File: src/rtl/sha_mainloop_ctrl.sv
// SHA compression main-loop sequencer: accepts a block job, streams W/K into
// the round datapath one round per cycle, feeds the datapath result back into
// the working state and adds the result onto the chaining hash at the end.

package sha;
    typedef enum logic [1:0] {
        MODE_SHA1   = 2'd0,
        MODE_SHA224 = 2'd1,
        MODE_SHA256 = 2'd2
    } mode_t;
endpackage

module sha_mainloop_ctrl #(
    parameter int WORD_W  = 32,
    parameter int STATE_W = 256
) (
    input  logic               clk,
    input  logic               rstn,
    input  logic               start_valid,
    output logic               start_ready,
    input  sha::mode_t         start_mode,
    input  logic [STATE_W-1:0] hash_in,
    input  logic               abort,
    input  logic               w_valid,
    output logic               w_ready,
    input  logic [WORD_W-1:0]  w_data,
    output logic [6:0]         k_addr,
    input  logic [WORD_W-1:0]  k_data,
    output logic               ml_enable,
    output sha::mode_t         ml_mode,
    output logic [1:0]         ml_ft,
    output logic [WORD_W-1:0]  ml_k,
    output logic [WORD_W-1:0]  ml_w,
    output logic [STATE_W-1:0] ml_raw,
    input  logic [STATE_W-1:0] ml_ripe,
    output logic               hash_valid,
    input  logic               hash_ready,
    output logic [STATE_W-1:0] hash_out
);

    localparam int NWORDS     = STATE_W / WORD_W;
    // SHA-1 carries five words, held in the upper part of the state
    localparam int SHA1_WORDS = 5;

    typedef enum logic [1:0] {
        IDLE  = 2'd0,
        ROUND = 2'd1,
        FINAL = 2'd2,
        DONE  = 2'd3
    } state_t;

    state_t             state, state_nxt;
    sha::mode_t         mode_q;
    logic [STATE_W-1:0] hash_q;
    logic [STATE_W-1:0] raw_q;
    logic [STATE_W-1:0] hout_q;
    logic [STATE_W-1:0] sum;
    logic [6:0]         t_q;
    logic               last_round;
    logic               consume;

    // A round is consumed only when a word is present and no cancel is pending
    assign consume     = (state == ROUND) && w_valid && !abort;
    assign w_ready     = consume;
    assign ml_enable   = consume;

    assign start_ready = (state == IDLE);
    assign hash_valid  = (state == DONE);
    assign k_addr      = t_q;
    assign ml_mode     = mode_q;
    assign ml_k        = k_data;
    assign ml_w        = w_data;
    assign ml_raw      = raw_q;
    assign hash_out    = hout_q;

    assign last_round  = (mode_q == sha::MODE_SHA1) ? (t_q == 7'd79) : (t_q == 7'd63);

    // SHA-1 boolean function select: one step every 20 rounds
    always_comb begin
        ml_ft = 2'd0;
        if (mode_q == sha::MODE_SHA1) begin
            if (t_q >= 7'd60)
                ml_ft = 2'd3;
            else if (t_q >= 7'd40)
                ml_ft = 2'd2;
            else if (t_q >= 7'd20)
                ml_ft = 2'd1;
        end
    end

    // Word-wise modular addition of working state onto the chaining hash
    always_comb begin
        sum = '0;
        for (int i = 0; i < NWORDS; i++) begin
            if (mode_q != sha::MODE_SHA1 || i >= NWORDS - SHA1_WORDS)
                sum[i*WORD_W +: WORD_W] = hash_q[i*WORD_W +: WORD_W] + raw_q[i*WORD_W +: WORD_W];
        end
    end

    // Next-state selection; abort outranks every other transition
    always_comb begin
        state_nxt = state;
        unique case (state)
            IDLE:    if (start_valid) state_nxt = ROUND;
            ROUND: begin
                if (abort)
                    state_nxt = IDLE;
                else if (w_valid && last_round)
                    state_nxt = FINAL;
            end
            FINAL:   state_nxt = abort ? IDLE : DONE;
            DONE:    if (abort || hash_ready) state_nxt = IDLE;
            default: state_nxt = IDLE;
        endcase
    end

    // State register
    always_ff @(posedge clk or negedge rstn) begin
        if (!rstn)
            state <= IDLE;
        else
            state <= state_nxt;
    end

    // Job latch, working state, round counter and result register
    always_ff @(posedge clk or negedge rstn) begin
        if (!rstn) begin
            mode_q <= sha::MODE_SHA1;
            hash_q <= '0;
            raw_q  <= '0;
            hout_q <= '0;
            t_q    <= 7'd0;
        end else begin
            case (state)
                IDLE: begin
                    if (start_valid) begin
                        mode_q <= start_mode;
                        hash_q <= hash_in;
                        raw_q  <= hash_in;
                        t_q    <= 7'd0;
                    end
                end
                ROUND: begin
                    if (consume) begin
                        raw_q <= ml_ripe;
                        t_q   <= t_q + 7'd1;
                    end
                end
                FINAL: begin
                    if (!abort)
                        hout_q <= sum;
                end
                default: ;
            endcase
        end
    end

endmodule

File: config.mk
export PLATFORM = sky130hd
export DESIGN_NAME = sha_mainloop_ctrl
export DESIGN_NICKNAME = d
export VERILOG_FILES = /design/src/rtl/sha_mainloop_ctrl.sv
export SDC_FILE = /design/constraint.sdc
export NUM_CORES = 2
export LEC_CHECK = 0
export ABC_AREA = 1
export BUFFER_PORTS_ARGS = -buffer_cell sky130_fd_sc_hd__buf_2
export CAP_MARGIN = 20
export CORE_AREA = 5 5 451 453
export DETAILED_ROUTE_END_ITERATION = 7
export DIE_AREA = 0 0 456 458
export PLACE_DENSITY_LB_ADDON = 0.25
export SYNTH_ARGS = -nofsm -noshare
export SYNTH_HDL_FRONTEND = slang
export SYNTH_SLANG_ARGS = --single-unit
File: constraint.sdc
create_clock -name clk -period 3.06 [get_ports clk]
set_clock_uncertainty 0.2 [all_clocks]
set_input_delay 0.612 -clock clk [delete_from_list [all_inputs] [get_ports clk]]
set_output_delay 0.612 -clock clk [all_outputs]
set_load 0.1 [all_outputs]
# Word-level counts from Yosys, hierarchy flattened
# Index checks and enable logic that the tools add are counted.
# op_classes
add_sub_neg	9
n_lt_le_gt_ge	3
n_eq_ne	9
mux	20
bitwise_logic	1
reduce_logical	13
# ops
operator	n
two-way mux 256 bit	2
case mux 256 bit (2 select lines)	1
adder 32 bit	8
two-way mux 32 bit	3
two-way mux 2 bit	8
greater-or-equal comparator 7 x 6 -> 1 bit (second input constant)	2
two-way mux 7 bit	2
case mux 7 bit (2 select lines)	1
case mux 2 bit (4 select lines)	1
adder 7 x 1 -> 7 bit (second input constant)	1
equality test 7 x 6 -> 1 bit (second input constant)	1
equality test 7 bit (second input constant)	1
greater-or-equal comparator 7 x 5 -> 1 bit (second input constant)	1
AND reduction 3 bit	2
equality test 2 bit (second input constant)	2
zero test 2 bit	2
!= test 2 bit (second input constant)	2
AND reduction 2 bit	2
nonzero test 2 bit	2
logical AND 1 bit	3
!= test 3 x 2 -> 1 bit (second input constant)	1
equality test 2 x 1 -> 1 bit (second input constant)	1
two-way mux 1 bit	2
!= test 2 x 1 -> 1 bit (second input constant)	1
3 further kinds	3
# totals
reg_bits	779
input_bits	584
output_inout_bits	591
wordCells	61

# Logic depth before layout (Yosys ltp)
# depth
ltp_word	6
mapped_depth	14
mapped_depth_nobuf	14

# Worst setup path before layout
# OpenSTA, ideal clock, no wires.
# synth_timing
kind	register to output
start	reg t_q[4], in the netlist k_addr[4]
end	out ml_ft[0]
arrival_ns	2.871
required_time_ns	2.248
path_slack_ns	-0.623
stages_incl_launch_ff	5
path_buffers	0
cell_sequence	dfrtp_1 inv_1 a21oi_1 o31ai_1 a21oi_1
# synth_via
elab_chain_len	5
word_cells_on_any_way	7
classes_between	3 x order compare; 4 x mux
# synth_lines
item	line	source
from (decl)	58	logic [6:0] t_q;
from (signal assigned)	146	t_q <= t_q + 7'd1;
greater-or-equal comparator 7 x 5 -> 1 bit	86	else if (t_q >= 7'd20)
two-way mux 1 bit	86	
two-way mux 2 bit	84	else if (t_q >= 7'd40)
two-way mux 2 bit *	82	if (t_q >= 7'd60)
two-way mux 2 bit *	81	if (mode_q == sha::MODE_SHA1) begin
to (decl)	31	output logic [1:0] ml_ft,
# Every way passes the cells marked *; elsewhere a longest branch is shown, timed or not.

# Final worst setup path
# layout_timing
start	reg state[1]
end	reg raw_q[179], in the netlist ml_raw[179]
# layout_via
elab_chain_len	5
word_cells_on_any_way	9
classes_between	3 x eq/ne; 1 x mux; 5 x reduce/logical
# layout_lines
item	line	source
from (decl)	52	state_t state, state_nxt;
from (signal assigned)	122	state <= state_nxt;
equality test 2 x 1 -> 1 bit	63, 134	
logical AND 1 bit (2 in series)	63	assign consume = (state == ROUND) && w_valid && !abort;
!= test 2 bit (no line)	--	
AND reduction 3 bit (no line)	--	
to (signal assigned)	139	raw_q <= hash_in;
to (signal assigned)	145	raw_q <= ml_ripe;
to (decl)	55	logic [STATE_W-1:0] raw_q;
# Several ways; a longest one is shown, not always the timed one.
# A chain may end at the register's enable or synchronous reset.

==> load_flow_metrics.sql <==
INSERT INTO impl_metrics (metric_group, metric, value, unit) VALUES
('outcome', 'status', 'completed', ''),
('critical_path', 'timing.reg2reg.setup_slack', '70', 'ps'),
('synth', 'netlist_instances', '6978', ''),
('finish', 'area_delta_synth_final', '36.36', '%'),
('grt', 'grt_use_total', '0.2084', ''),
('synth', 'main_combinational_cell_family_by_area_after_synthesis', 'simple AND/OR/NAND/NOR gates', ''),
('detailed_routing', 'antenna_violating_nets_post_route', '0', ''),
('synth', 'yosys-mux-area-fraction', '0', ''),
('timing', 'hold_viol_final', '0', ''),
('detailed_routing', 'met2WireLength', '111.2', 'mm'),
('floorplan', 'design.die.area', '208800', 'um^2'),
('critical_path', 'timing.critical_path.required', '3480', 'ps'),
('finish', 'finish.utilization', '0.3298', ''),
('detailed_routing', 'route.final.wire_length', '224.9', 'mm'),
('detailed_routing', 'post_drt_via_cell_ratio', '4.483', ''),
('critical_path', 'path_max_fanout', '117', ''),
('synth', 'synth_flop_cell', 'sky130_fd_sc_hd__dfrtp_1', ''),
('min_path', 'whs_endpoint', 'ml_raw[58]$_DFFE_PN0P_', ''),
('synth', 'xor_xnor_share_of_the_synthesized_area', '0.01475', ''),
('grt', 'residual_overflow_from_global_routing', '0', ''),
('clock_tree', 'root_buffer', 'sky130_fd_sc_hd__clkbuf_16', ''),
('synth', 'yosys_register_bits', '779', ''),
('clock_tree', 'clkLatencyLatePin', '740', 'ps'),
('detailed_routing', 'detailroute.wirelength.met3', '11.31', 'mm'),
('timing', 'setup_violations', '0', ''),
('floorplan', 'chipWidth', '456', 'um'),
('detailed_routing', 'drc_errors', '0', ''),
('timing', 'highest_achievable_clock_rate', '334.1', 'MHz'),
('synth', 'synth-compound-area-share', '0.09547', ''),
('place', 'numPortBuffers', '1046', ''),
('clock_tree', 'cts-htree-levels', '3', ''),
('synth', 'synth_area', '48080', 'um^2'),
('synth', 'avgSynthCellArea', '6.891', 'um^2'),
('grt', 'global_route_wire_length_before_repair', '332.8', 'mm'),
('synth', 'yosysSeqAreaShare', '0.4054', ''),
('floorplan', 'core', '198800', 'um^2'),
('synth', 'mappedNetlistNets', '7820', ''),
('timing', 'tightestPinTransition', '909.7', 'ps'),
('synth', 'synth_enable_flop_cells', '0', ''),
('synth', 'async_flop_share', '1.000', ''),
('detailed_routing', 'wl_met1', '91.12', 'mm'),
('clock_tree', 'cts_inserted_buffers', '99', ''),
('timing', 'timing.final.max_slew_violations', '0', ''),
('floorplan', 'num_io_pins', '1175', ''),
('clock_tree', 'cts_max_path_buffers', '3', ''),
('critical_path', 'worst_ep_arrival_time', '3410', 'ps'),
('synth', 'yosys_warnings', '0', ''),
('clock_tree', 'numClockSinks', '779', ''),
('clock_tree', 'tritoncts_clock_tree', 'done', ''),
('critical_path', 'worst_r2r_path_depth', '9', ''),
('synth', 'yosysUniqueCellTypes', '38', ''),
('synth', 'post_synthesis_share_of_cell_area_spent_on_and_or_nand_and_nor_gates', '0.3054', ''),
('floorplan', 'rows', '164', ''),
('floorplan', 'initial_core_utilization', '0.2418', ''),
('synth', 'post_synth_fa_ha_maj_area_fraction', '0.06838', ''),
('finish', 'nNetsFinal', '9381', ''),
('detailed_routing', 'drt_first_iter_violations', '3070', ''),
('grt', 'first_global_vias', '50890', ''),
('detailed_routing', 'dr.max_layer_used', 'met5', ''),
('grt', 'initial_antenna_violation_count', '31', ''),
('run', 'timing.max_cap.violations', '0', ''),
('critical_path', 'crit_type', 'register to register', ''),
('timing', 'finalWorstPathRequiredPeriod', '2993', 'ps'),
('detailed_routing', 'drt_pass1_iterations', '7', ''),
('critical_path', 'worst_setup_path_start_kind', 'register', ''),
('place', 'place.detailed.hpwl', '178.5', 'mm'),
('timing', 'timing.final.crit_share', '0.9782', ''),
('critical_path', 'rr_endpoint', 'ml_raw[179]$_DFFE_PN0P_', ''),
('place', 'globalplace.congestion', '0.9232', ''),
('min_path', 'timing.hold.worst.class', 'input pin to register', ''),
('min_path', 'hold_start', 'ml_ripe[58]', ''),
('clock_tree', 'path_clk_slew', '60', 'ps'),
('critical_path', 'crit_path_end_kind', 'register', ''),
('detailed_routing', 'post_dr_wirelength_cell', '19.92', 'um'),
('timing', 'timing.slew.headroom', '0.3935', ''),
('detailed_routing', 'num_vias', '50610', ''),
('critical_path', 'reg2reg_from', 'state[1]$_DFFE_PN0P_', ''),
('grt', 'grt_max_degree', '118', ''),
('floorplan', 'chipHeight', '458', 'um'),
('finish', 'post_route_cells_drive_above_1_share', '0.1541', ''),
('min_path', 'holdPathStages', '3', '');
[layout make-up]
class / count / area [um^2]
Multi-Input combinational cell: 4904 / 23330
Timing Repair Buffer: 1705 / 12020
Sequential cell: 779 / 19490
Clock inverter: 56 / 658.1
Clock buffer: 130 / 2764
Inverter: 1050 / 3961
Fill cell: 21470 / 133300
Tap cell: 2656 / 3323
Antenna cell: 10 / 25.02
[registers in the layout (all words and copies together) (netlist names)]
name / flops
hash_out: 256
hash_q: 256
k_addr: 7
ml_mode: 2
ml_raw: 256
state: 2
[how the worst max path moves through the flow]
stage                                    end  slack [ps]  depth (start not counted)              startpoint
floorplan                           ml_ft[0]         -90                          4   k_addr[4]$_DFFE_PN0P_
global placement    hash_out[28]$_DFFE_PN0P_         370                         10  ml_raw[11]$_DFFE_PN0P_
detailed placement  hash_out[28]$_DFFE_PN0P_         380                         10  ml_raw[11]$_DFFE_PN0P_
CTS                                  w_ready           2                          6    state[1]$_DFFE_PN0P_
global route                        ml_ft[0]          -7                          6   k_addr[4]$_DFFE_PN0P_
finish               ml_raw[179]$_DFFE_PN0P_          70                          9    state[1]$_DFFE_PN0P_
[cell usage after synthesis, types with 29 or more instances]
| cell type | n | area, um^2 |
|---|---|---|
| sky130_fd_sc_hd__a21oi_1 | 296 | 1481 |
| sky130_fd_sc_hd__o21ai_0 | 217 | 1086 |
| sky130_fd_sc_hd__o22ai_1 | 255 | 1595 |
| sky130_fd_sc_hd__nand3_1 | 317 | 1587 |
| sky130_fd_sc_hd__ha_1 | 250 | 3128 |
| sky130_fd_sc_hd__dfrtp_1 | 779 | 19490 |
| sky130_fd_sc_hd__buf_4 | 82 | 615.6 |
| sky130_fd_sc_hd__buf_2 | 108 | 540.5 |
| sky130_fd_sc_hd__clkbuf_1 | 45 | 168.9 |
| sky130_fd_sc_hd__nor2_1 | 950 | 3566 |
| sky130_fd_sc_hd__nand3b_1 | 29 | 217.7 |
| sky130_fd_sc_hd__xnor2_1 | 72 | 630.6 |
| sky130_fd_sc_hd__inv_1 | 1047 | 3930 |
| sky130_fd_sc_hd__nand2_1 | 2376 | 8919 |
[per-layer routing]
metal	vias up	global-route usage
met1	23800	0.2447
li1	24890	-
met5	-	0
met3	407	0.03786
met4	2	0.09220
met2	1512	0.3702
[placed cells by master, fill, tap and decap left out, drive strengths merged]
| cell type | count |
|---|---|
| a31o | 1 |
| clkinvlp | 10 |
| a21oi | 296 |
| clkinv | 25 |
| xnor2 | 72 |
| a21o | 11 |
| o21bai | 16 |
| diode | 10 |
| o22ai | 255 |
| clkbuf | 130 |
| dlygate4sd3 | 577 |
| a32o | 6 |
| nand3 | 318 |
| dfrtp | 779 |
| o21ai | 227 |
| ha | 250 |
| buf | 1128 |
| nand3b | 29 |
| o211ai | 2 |
| nand2 | 2378 |
| o31ai | 4 |
| a31oi | 2 |
| nor2 | 951 |
| and2 | 10 |
| nand4 | 13 |
| and3 | 1 |
| xor2 | 9 |
| fa | 8 |
| nor3 | 26 |
| inv | 1060 |
| bufinv | 11 |
| or2 | 13 |
| a22o | 3 |
| a21boi | 3 |
[cell families after synthesis]
group,after synthesis
AOI/OAI and AO/OA,826
xor gates and xnor gates,81
adders and majority gates,258
buffers and inverters,1295
DFF,779
and+or+nand+nor,3739
[worst max-delay path, stage by stage, from the launching register on]
cell and delay (ps):
sky130_fd_sc_hd__dfrtp_1 400, sky130_fd_sc_hd__inv_1 120, sky130_fd_sc_hd__nand2_1 120, sky130_fd_sc_hd__inv_2 120, sky130_fd_sc_hd__nand3_4 110, sky130_fd_sc_hd__buf_4 150, sky130_fd_sc_hd__buf_12 180, sky130_fd_sc_hd__o22ai_1 510
sky130_fd_sc_hd__nor2_1 80, sky130_fd_sc_hd__dlygate4sd3_1 570
[timing repair]
item	CTS	global route
pin swaps	1	3
setup buffers	0	8
gates resized for setup	3	3
hold buffers	577	0
setup endpoints to repair	3	131
endpoints found under the hold margin	516	0
[per-stage QoR]
step	setup slack, ps	cell area (um^2)	std cells	hold WS [ps]	setup TNS, ps
2_1_floorplan	-92.45	48090	6978	116.4	-92.45
3_3_place_gp	366.6	56260	10510	258.9	0
3_5_place_dp	382.0	56260	10510	258.8	0
4_1_cts	1.900	65470	11270	1.090	0
5_1_grt	-6.638	65570	11290	20.57	-6.638
6_report	66.78	65570	11290	69.31	0
Power is not shown: default switching activity piles up to over one toggle a cycle in this logic, so the estimate is an artifact.
